$ cat config.mk
export PLATFORM = sky130hd
export DESIGN_NAME = game_round_controller
export DESIGN_NICKNAME = d
export VERILOG_FILES = /design/src/rtl/game_round_controller.sv
export SDC_FILE = /design/constraint.sdc
export NUM_CORES = 1
export LEC_CHECK = 0
export CORE_ASPECT_RATIO = 1.5
export CORE_MARGIN = 2
export CORE_UTILIZATION = 40
export CTS_CLUSTER_SIZE = 24
export DETAILED_ROUTE_END_ITERATION = 16
export PLACE_DENSITY = 0.56
export SETUP_SLACK_MARGIN = 0.4
export SLEW_MARGIN = 40
export SYNTH_ARGS = -nofsm -noshare
export SYNTH_HDL_FRONTEND = slang
export SYNTH_SLANG_ARGS = --single-unit
$ cat constraint.sdc
create_clock -name clk -period 3.3 [get_ports clk]
set_input_delay 0.66 -clock clk [delete_from_list [all_inputs] [get_ports clk]]
set_output_delay 0.66 -clock clk [all_outputs]
set_load 0.03 [all_outputs]
$ cat src/rtl/game_round_controller.sv
// rtl/game_round_controller.sv - switch game phase FSM, LFSR target, 1 Hz countdown, debounce and scoring
// Optional feature macro: SCORE_MULT_EN (award doubles after every 5 rounds passed).
module game_round_controller #(
    parameter int TICK_DIV  = 50000000,
    parameter int ROUND_SEC = 15,
    parameter int BREAK_SEC = 5,
    parameter int DEBOUNCE  = 1000000
) (
    input  logic       clk,
    input  logic       reset_btn,
    input  logic       start,
    input  logic [9:0] sw,
    output logic [9:0] led_target,
    output logic [5:0] time_left,
    output logic [9:0] score,
    output logic [6:0] round_num,
    output logic [2:0] phase,
    output logic       game_over
);
    localparam int TW = (TICK_DIV > 1) ? $clog2(TICK_DIV) : 1;
    localparam int DW = $clog2(DEBOUNCE + 1);

    typedef enum logic [2:0] {
        IDLE   = 3'd0,
        PROMPT = 3'd1,
        ROUND  = 3'd2,
        BREAK  = 3'd3,
        OVER   = 3'd4
    } phase_t;

    phase_t        state_q, state_d;
    logic [9:0]    lfsr_q;
    logic [9:0]    target_q, target_d;
    logic [9:0]    score_q, score_d;
    logic [5:0]    time_q, time_d;
    logic [6:0]    round_q, round_d;
    logic [TW-1:0] tick_cnt_q, tick_cnt_d;
    logic [DW-1:0] deb_q, deb_d;
    logic          start_q;
    logic          over_q, over_d;

    logic          start_rise;
    logic          tick;
    logic          match;
    logic          pass;
    logic [31:0]   award;
    logic [32:0]   score_sum;

    assign start_rise = start & ~start_q;
    assign tick       = ((state_q == ROUND) || (state_q == BREAK)) && (tick_cnt_q == TW'(TICK_DIV - 1));
    assign match      = (sw == target_q);
    assign pass       = match && (deb_q == DW'(DEBOUNCE));

`ifdef SCORE_MULT_EN
    assign award = 32'd2 << (round_q / 7'd5);
`else
    assign award = 32'd2;
`endif
    // Wide sum so a large shifted award still saturates instead of wrapping.
    assign score_sum = {23'd0, score_q} + {1'b0, award};

    always_comb begin
        state_d    = state_q;
        target_d   = target_q;
        time_d     = time_q;
        score_d    = score_q;
        round_d    = round_q;
        tick_cnt_d = '0;
        deb_d      = '0;
        over_d     = 1'b0;
        case (state_q)
            IDLE, OVER: begin
                over_d = (state_q == OVER);
                if (start_rise) begin
                    score_d = 10'd0;
                    round_d = 7'd0;
                    over_d  = 1'b0;
                    state_d = PROMPT;
                end
            end
            PROMPT: begin
                target_d = lfsr_q;
                if (lfsr_q != sw) begin
                    state_d = ROUND;
                    time_d  = 6'(ROUND_SEC);
                end
            end
            ROUND: begin
                tick_cnt_d = tick ? '0 : tick_cnt_q + TW'(1);
                deb_d      = match ? deb_q + DW'(1) : '0;
                // A pass outranks a timeout landing on the same cycle.
                if (pass) begin
                    round_d    = (round_q == 7'd127) ? round_q : round_q + 7'd1;
                    score_d    = (score_sum > 33'd1023) ? 10'd1023 : score_sum[9:0];
                    state_d    = BREAK;
                    time_d     = 6'(BREAK_SEC);
                    target_d   = 10'd0;
                    tick_cnt_d = '0;
                    deb_d      = '0;
                end else if (tick) begin
                    if (time_q == 6'd1) begin
                        time_d   = 6'd0;
                        state_d  = OVER;
                        over_d   = 1'b1;
                        target_d = 10'd0;
                    end else begin
                        time_d = time_q - 6'd1;
                    end
                end
            end
            BREAK: begin
                tick_cnt_d = tick ? '0 : tick_cnt_q + TW'(1);
                if (tick) begin
                    if (time_q == 6'd1) begin
                        time_d  = 6'd0;
                        state_d = PROMPT;
                    end else begin
                        time_d = time_q - 6'd1;
                    end
                end
            end
            default: state_d = IDLE;
        endcase
    end

    always_ff @(posedge clk or posedge reset_btn) begin
        if (reset_btn) begin
            state_q    <= IDLE;
            lfsr_q     <= 10'h2A5;
            target_q   <= 10'd0;
            score_q    <= 10'd0;
            time_q     <= 6'd0;
            round_q    <= 7'd0;
            tick_cnt_q <= '0;
            deb_q      <= '0;
            start_q    <= 1'b0;
            over_q     <= 1'b0;
        end else begin
            state_q    <= state_d;
            lfsr_q     <= {lfsr_q[8:0], lfsr_q[9] ^ lfsr_q[6]};
            target_q   <= target_d;
            score_q    <= score_d;
            time_q     <= time_d;
            round_q    <= round_d;
            tick_cnt_q <= tick_cnt_d;
            deb_q      <= deb_d;
            start_q    <= start;
            over_q     <= over_d;
        end
    end

    assign led_target = target_q;
    assign time_left  = time_q;
    assign score      = score_q;
    assign round_num  = round_q;
    assign phase      = state_q;
    assign game_over  = over_q;
endmodule

* Word-level counts from Yosys, hierarchy flattened
Index checks and enable logic that the tools add are counted.
** Storage, ports and cells
- Output and inout bits :: 37
- Logic and storage cells :: 86
- Flip-flop bits (word level) :: 94
- Input port bits :: 13
** Operators by class
- $add $sub $neg :: 5
- Mux-type cells :: 36
- Equality and inequality tests :: 18
- Bitwise logic cells :: 3
- Magnitude comparators :: 1
- Reductions and logical operators :: 13
** Operators by type and width (number)
- 2-to-1 mux 10 bit :: 6
- 2-to-1 mux 20 bit :: 3
- 2-to-1 mux 26 bit :: 2
- one-hot mux 26 bit (2 select lines) :: 1
- one-hot mux 10 bit (2 select lines) :: 2
- adder 26 x 1 -> 26 bit, second input constant :: 1
- equality test 26 bit, second input constant :: 1
- 2-to-1 mux 6 bit :: 4
- 2-to-1 mux 3 bit :: 7
- 2-to-1 mux 7 bit :: 3
- adder 20 x 1 -> 20 bit, second input constant :: 1
- equality test 20 bit, second input constant :: 1
- one-hot mux 6 bit (3 select lines) :: 1
- one-hot mux 7 bit (2 select lines) :: 1
- one-hot mux 3 bit (4 select lines) :: 1
- adder 10 x 2 -> 11 bit, second input constant :: 1
- greater-than comparator 11 x 10 -> 1 bit, second input constant :: 1
- equality test 10 bit :: 1
- inequality test 10 bit :: 1
- inequality test 2 bit, second input constant :: 5
- adder 7 x 1 -> 7 bit, second input constant :: 1
- equality test 7 bit, second input constant :: 1
- equality test 3 x 2 -> 1 bit, second input constant :: 2
- equality test 6 x 1 -> 1 bit, second input constant :: 1
- 21 further kinds :: 27

* Logic depth before layout (Yosys ltp)
Gate-level depths: netlist of run 1.
- Word-level depth :: 6
- Gate-level depth with buffers :: 10
- Depth with buffers taken out :: 8

* Worst setup path before layout of run 1
OpenSTA, ideal clock, no wires.
- Path kind :: input port to flip-flop
- Start point :: input port sw[8]
- End point :: register tick_cnt_q[17]
- Buffers on the path :: 2
- Required time :: 3.181 ns
- Arrival time :: 2.214 ns
- Path slack :: 0.967 ns
- Setup time :: 0.119 ns
- Cell stages on the path :: 8
- Path through :: xor2_1 nor4_1 nand4_4 o21ai_4 nand2b_1 buf_6 buf_12 nor2_2
** Between the ends
- Cells in the longest elaborated chain, start to end :: 4
** Ends and longest elaborated chain
- start: declaration :: RTL line 12 : input logic [9:0] sw,
- equality test 10 bit :: RTL line 51 : assign match = (sw == target_q);
- logical AND 1 bit :: RTL line 52 : assign pass = match && (deb_q == DW'(DEBOUNCE));
- 2-to-1 mux 26 bit :: RTL line 92 : if (pass) begin
- one-hot mux 26 bit (2 select lines) :: RTL line 71 : case (state_q)
- net tick_cnt_d[17] :: RTL line 37 : logic [TW-1:0] tick_cnt_q, tick_cnt_d;
- end signal: assignment :: RTL line 145 : tick_cnt_q <= tick_cnt_d;
- end: declaration :: RTL line 37
The timed path passes the listed nets, and every way through them passes these cells.
A chain may end at the register's enable or synchronous reset.

* Worst setup path in the final report of run 1
- Start point :: register state_q[0] (netlist: phase[0])
- End point :: output port phase[0]
** RTL lines
- start: declaration :: RTL line 31 : phase_t state_q, state_d;
- start signal: assignment :: RTL line 139 : state_q <= state_d;
- end: declaration :: RTL line 17 : output logic [2:0] phase,
No word-level cell between the ends.

==> results.ini, run 1 <==
[logic_synthesis]
yosysSeqAreaShare_pct=47.00
synthTopCellsByArea=dfrtp_1, xor2_1, xnor2_1, nor2_1, nand2_1
synth_enable_flop_cells=0
synth.top_cell.area_share_pct=44.38
post_synth_instance_area_sq_um=5019
ys.flop_type=dfrtp_1
synthesis.yosys.warnings=0
postSynthAreaPerCell_sq_um=10.08
yosys_register_bits=94
asyncSetResetFlopFracSynth_pct=100.0
netlist-cell-type-count=56
synth_fp_nets=519
synthDominantAreaCellType=dfrtp_1
post_synth_inst_count=498

[setup_path]
worst_path_dominant_cell_family=buffers and inverters
critical_path_buf_inv_count=1
crit_path_max_incr_delay_ns=0.80
critical-path-slowest-cell=clkdlybuf4s50_1
crit_path_cell_trace=clkdlybuf4s50_1
critical_path.max_fanout=18
worst_setup_path_end_kind=output port
cp_data_required_time_ns=2.64
critical_path.startpoint_type=register
criticalPathCategory=reg -> out
data_arrival_at_the_endpoint_of_the_critical_path_ns=1.90

[global_route]
antenna_found_initial=0
grt_util_all_layers_pct=17.46
grt_max_degree=61
global_route_total_overflow=0
global_route_wire_length_before_repair_um=18450
via_count_of_the_first_global_routing_pass=3723

[pwr]
power.static_leakage_nw=2.536
vdd.ir_drop.worst_v=0.0002469
cell_area_power_density_nw_per_um2=461.1
report.power.total_w=0.002795

[routing]
routedWlPerCell_um=15.60
avgViaCountPerCell=5.294
route.antenna.remaining_nets=0
drt_pass1_iterations=4
remaining_drc_errors=0
wirelength_um=11140
total_via_count_after_detailed_routing=3780
detail_route.iter0.violations=126

[cts]
insertion_delay_ns=0.34
cts_post_setup_buffers_inserted=0
clockRootBuffer=clkbuf_16
hold_buffers=0
max-clock-path-buffers=2
post_cts_resized=0
cts.reportedPaths.clkPinSlew_ns=0.07
tritoncts_num_sinks=94
tritoncts.num_buffers=9
cts_tree=yes
htree_levels=3

[layout]
stdcell_count=714
drive_above_1_share_pct=11.83
num_antenna_cells=0
n_fill_cell=1158
area_growth_pct=20.77
num-nets-final=574

[timing]
clock-skew-final_ns=0.006323
worst_hold_slack_ns=0.4210
setup-tns-final_ns=0
layout_worst_path_cycle_share_pct=77.64
worstMarginPinSlew_ns=0.7749
timing.fmax_ghz=0.3903
relSlewSlack_pct=48.23
hold_viol=0
fin_crit_ns=2.562
finalSetupViolCount=0
setup_repair_after_global_routing_missed_its_margin=no
finalMaxSlewViolations=0

[placement]
portBuffers=49
dp_hpwl_um=7941
placed_cells_incl_taps=698
routabilityCongestion=0.8054

[die]
placeableCoreArea_sq_um=12390
die_y_um=141.2
die_width_um=95.46
starting_density_of_the_core_pct=40.52
die-area_sq_um=13480
rows=50
ios=50

[run_status]
outcome=completed

[run]
drv.max_cap_violation_count=0

[hold_path]
hold_path.class=reg -> reg

## sequential cells by signal (all words and copies together), names as in the netlist, 3 cells and up
register	count
deb_q	20
led_target	10
lfsr_q	10
phase	3
round_num	7
score	10
tick_cnt_q	26
time_left	6
## cell families after synthesis
family,Yosys count,share of synthesized area (%)
compound gates,52,7.554
xor+xnor,70,12.22
fa+ha+maj,8,1.995
buf+inv,26,2.967
flops,94,47.00
mux,7,1.421
simple gates,241,26.85
## area by class of cell
cell class / instances / area (sq um) / share of cell area [%]
clock buffer: 10 / 229.0 / 3.778
clock inverter: 6 / 133.9 / 2.209
inverter: 12 / 48.80 / 0.8051
multi-input combinational: 378 / 2512 / 41.45
sequential: 94 / 2359 / 38.91
tap: 156 / 195.2 / 3.220
timing repair buffer: 58 / 583.1 / 9.620
## layer usage
metal	global-route usage [%]	wire length (um)	vias up
met5	0	0	-
met3	2.833	327	15
met1	22.61	4949	1849
li1	-	-	1863
met4	5.489	161	0
met2	29.61	5702	53
## worst reg2reg max path, stage by stage (launching register included)
cell and delay [ns]:
dfrtp_1 0.41, or4b_4 0.56, nor4_4 0.37, nand4_4 0.21, nor2_4 0.41, mux2_2 0.39
nand2_1 0.05
## cells in the final DEF, fill, tap and decap left out, types with 6 or more instances in the layout
cell type	synthesis	final
dfrtp_1	89	89
clkdlybuf4s50_1	0	49
nor2_1	48	48
nand2_1	39	39
xor2_1	39	39
xnor2_1	31	31
nand3_1	29	29
nand4_1	20	20
nor2_2	20	20
a21oi_1	19	19
and3_1	16	16
nor2b_1	13	13
inv_1	12	11
o2bb2ai_1	11	11
clkbuf_16	0	9
nor4_1	8	8
nor3_1	8	8
ha_1	8	8
buf_4	0	7
nand2b_1	6	6
mux2i_1	6	6
## synth_stat cells (all sizes together) (2+ instances only)
master / count
nor2b: 13
o21a: 2
ha: 8
and2: 2
buf: 8
o2bb2ai: 11
or4: 2
nor3: 8
nand3b: 2
o21ai: 6
and4: 6
nor3b: 3
xor2: 39
xnor2: 31
a41oi: 2
inv: 12
or2: 2
nor4b: 6
nand2: 40
nand3: 30
dfrtp: 89
a21oi: 19
nand4: 21
and3: 16
a22o: 2
nor4: 10
or3: 2
dfstp: 5
nor2: 69
clkbuf: 6
mux2i: 6
a311o: 4
nand2b: 6
## power by group
part / internal [W] / total (W) / switching [W]
Combinational: 0.000124 / 0.000268 / 0.000145
Clock: 0.000817 / 0.00126 / 0.000439
Sequential: 0.00121 / 0.00127 / 0.0000640
## final timing paths
kind / start / to / slack [ns] / depth (start not counted)
max: phase[0] / phase[0] / 0.74 / 1
min: lfsr_q[7] / lfsr_q[8] / 0.42 / 0
max reg2reg: deb_q[10] / score[2] / 0.83 / 6
min reg2reg: lfsr_q[7] / lfsr_q[8] / 0.42 / 0
max in group asynchronous: reset_btn / lfsr_q[2] / 1.99 / 3
min in group asynchronous: reset_btn / time_left[4] / 0.65 / 2
## metrics by stage
stage | util, % | instance area, sq um | worst slack (ns)
floorplan | - | 5022 | 0.9667
global placement | 45.99 | 5697 | 0.4580
detailed placement | 45.99 | 5697 | 0.4536
CTS | 48.92 | 6060 | 0.7107
global route | 48.93 | 6061 | 0.5467
finish | 48.93 | 6061 | 0.7377
Power figures use the tool's default switching activity.
==> run 2: changes to the inputs <==
- clock period: 3.3 -> 2.6 ns (I/O delays scaled with it)
==> results.ini, run 2 (same netlist as run 1, synthesis figures left out) <==
[routing]
total_via_count_after_detailed_routing=3981  ; +5.3%
drt_pass1_iterations=4  ; unchanged
wirelength_um=12260  ; +10%
routedWlPerCell_um=16.30  ; +4.5%
route.antenna.remaining_nets=0  ; unchanged
detail_route.iter0.violations=176  ; +40%
remaining_drc_errors=0  ; unchanged
avgViaCountPerCell=5.294  ; about the same

[layout]
num_antenna_cells=0  ; unchanged
final_common_cell=dfrtp_1
area_growth_pct=31.36
layout.core_utilization_pct=53.22  ; +4.3 points
biggestRegsByFlops=tick_cnt_q (26), deb_q (20)
drive_above_1_share_pct=21.14  ; +9.3 points
multi_input_comb_area_sq_um=2690  ; +7.1%
ff_latch_area_sq_um=2360  ; about the same
post_route_cell_area_sq_um=6593  ; +8.8%
final_cell_mix=dfrtp_1, clkdlybuf4s50_1, nor2_1, nand2_1, xor2_1
regMostFlops=tick_cnt_q
num-nets-final=612  ; +6.6%
largest_reg_flops=26  ; unchanged
n_fill_cell=1151  ; -0.60%

[setup_path]
rr_startpoint=deb_q[11]
crit_path_max_incr_delay_ns=0.57  ; -0.23 ns
data_arrival_at_the_endpoint_of_the_critical_path_ns=2.49  ; +0.59 ns
critical_path.max_fanout=6  ; -12
crit_path_cell_trace=or4b_4 -> nor4_4 -> buf_4 -> nand4_4 -> o21ai_4 -> nand2b_4 -> buf_6 -> buf_12 -> buf_16 -> nor2_4
timing.reg2reg.worst_path_depth=10  ; +4
worst_path_dominant_cell_family=simple AND/OR/NAND/NOR gates
worst_setup_path_end_kind=register
r2r_end=tick_cnt_q[12]
critical-path-slowest-cell=or4b_4
critical_path_buf_inv_count=4  ; +3
regToRegSetupSlack_ns=0.34  ; -0.49 ns
critical_path.startpoint_type=register
criticalPathCategory=reg -> reg
cp_data_required_time_ns=2.83  ; +0.19 ns

[timing]
finalMaxSlewViolations=0  ; unchanged
worst_hold_slack_ns=0.4150  ; -0.006030 ns
fin_crit_ns=2.259
hold_viol=0  ; unchanged
finalSetupViolCount=0  ; unchanged
layout_worst_path_cycle_share_pct=86.89
worstMarginPinSlew_ns=0.7569  ; -0.01804 ns
timing.fmax_ghz=0.4426
setup-tns-final_ns=0  ; unchanged
setup_repair_after_global_routing_missed_its_margin=yes
clock-skew-final_ns=0.003421  ; -0.002902 ns
relSlewSlack_pct=49.44  ; +1.2 points

[global_route]
via_count_of_the_first_global_routing_pass=4119  ; +11%
grt_util_all_layers_pct=19.71  ; +2.2 points
antenna_found_initial=0  ; unchanged
global_route_total_overflow=0  ; unchanged
grt_max_degree=37  ; -39%
global_route_wire_length_before_repair_um=20520  ; +11%

[hold_path]
worstHoldStart=lfsr_q[8]
min_delay_worst_endpoint=lfsr_q[9]
hold_path.class=reg -> reg
min_path_cells=0  ; unchanged

[pwr]
power.static_leakage_nw=2.781  ; +9.7%
vdd.ir_drop.worst_v=0.0003929  ; +59%
cell_area_power_density_nw_per_um2=505.4  ; +9.6%
report.power.total_w=0.003332  ; +19%

[run]
drv.max_cap_violation_count=0  ; unchanged

[die]
die_width_um=95.46  ; unchanged
die-area_sq_um=13480  ; unchanged
starting_density_of_the_core_pct=40.52  ; unchanged
die_y_um=141.2  ; unchanged
placeableCoreArea_sq_um=12390  ; unchanged
ios=50  ; unchanged
rows=50  ; unchanged

[cts]
htree_levels=3  ; unchanged
cts_tree=yes
hold_buffers=0  ; unchanged
insertion_delay_ns=0.34  ; about the same
clockRootBuffer=clkbuf_16
max-clock-path-buffers=2  ; unchanged
tritoncts.num_buffers=9  ; unchanged
tritoncts_num_sinks=94  ; unchanged
cts.reportedPaths.clkPinSlew_ns=0.06  ; about the same

[run_status]
outcome=completed

[placement]
portBuffers=49  ; unchanged
dp_hpwl_um=8681  ; +9.3%
routabilityCongestion=0.8411  ; +4.4%
dpl-instance-area_sq_um=5882  ; +3.3%

run 2: worst max path at each step:
stage / from / endpoint / slack, ns / depth (start not counted)
2_1_floorplan: deb_q[10] / tick_cnt_q[17] / 0.43 / 8
3_3_place_gp: sw[9] / round_num[5] / 0.11 / 8
3_5_place_dp: sw[8] / score[9] / 0.07 / 9
4_1_cts: deb_q[11] / tick_cnt_q[24] / 0.32 / 10
5_1_grt: deb_q[11] / round_num[2] / 0.26 / 10
6_report: deb_q[11] / tick_cnt_q[12] / 0.34 / 10
run 2: metrics by stage:
| stage | std cells | setup WS, ns |
|---|---|---|
| after floorplan | 498 | 0.4273 |
| after global placement | 716 | 0.1128 |
| after detailed placement | 716 | 0.07291 |
| after CTS | 744 | 0.3229 |
| after global routing | 752 | 0.2621 |
| final | 752 | 0.3409 |
run 2: cell type report:
class                   instances  share of cell area, %
repair buffers                 96                  15.30
well taps                     156                  2.961
multi-input cells             378                  40.80
clock buffers                  10                  3.473
inverters                      12                 0.7402
flip-flops and latches         94                  35.79
clock inverters                 6                 0.9300
run 2: power by group:
group | switching (W) | internal (W) | total [W]
Clock | 0.000558 | 0.000744 | 0.00130
Combinational | 0.000213 | 0.000212 | 0.000425
Sequential | 0.0000745 | 0.00153 | 0.00161
run 2: repair_timing:
item | CTS | global route
buffers inserted | 10 | 8
resized for setup | 25 | 22
cloned | 2 | 0
endpoints found under the hold margin | 0 | 0
pin swaps | 14 | 12
setup endpoints to repair | 59 | 62
run 2: routing by layer:
metal  vias to the layer above  GRT usage, %  wire length, um
met4                         0         7.895              347
li1                       1930             -                -
met1                      1953         23.16             4987
met2                        77         34.40             6438
met5                         -             0                0
met3                        21         4.222              482
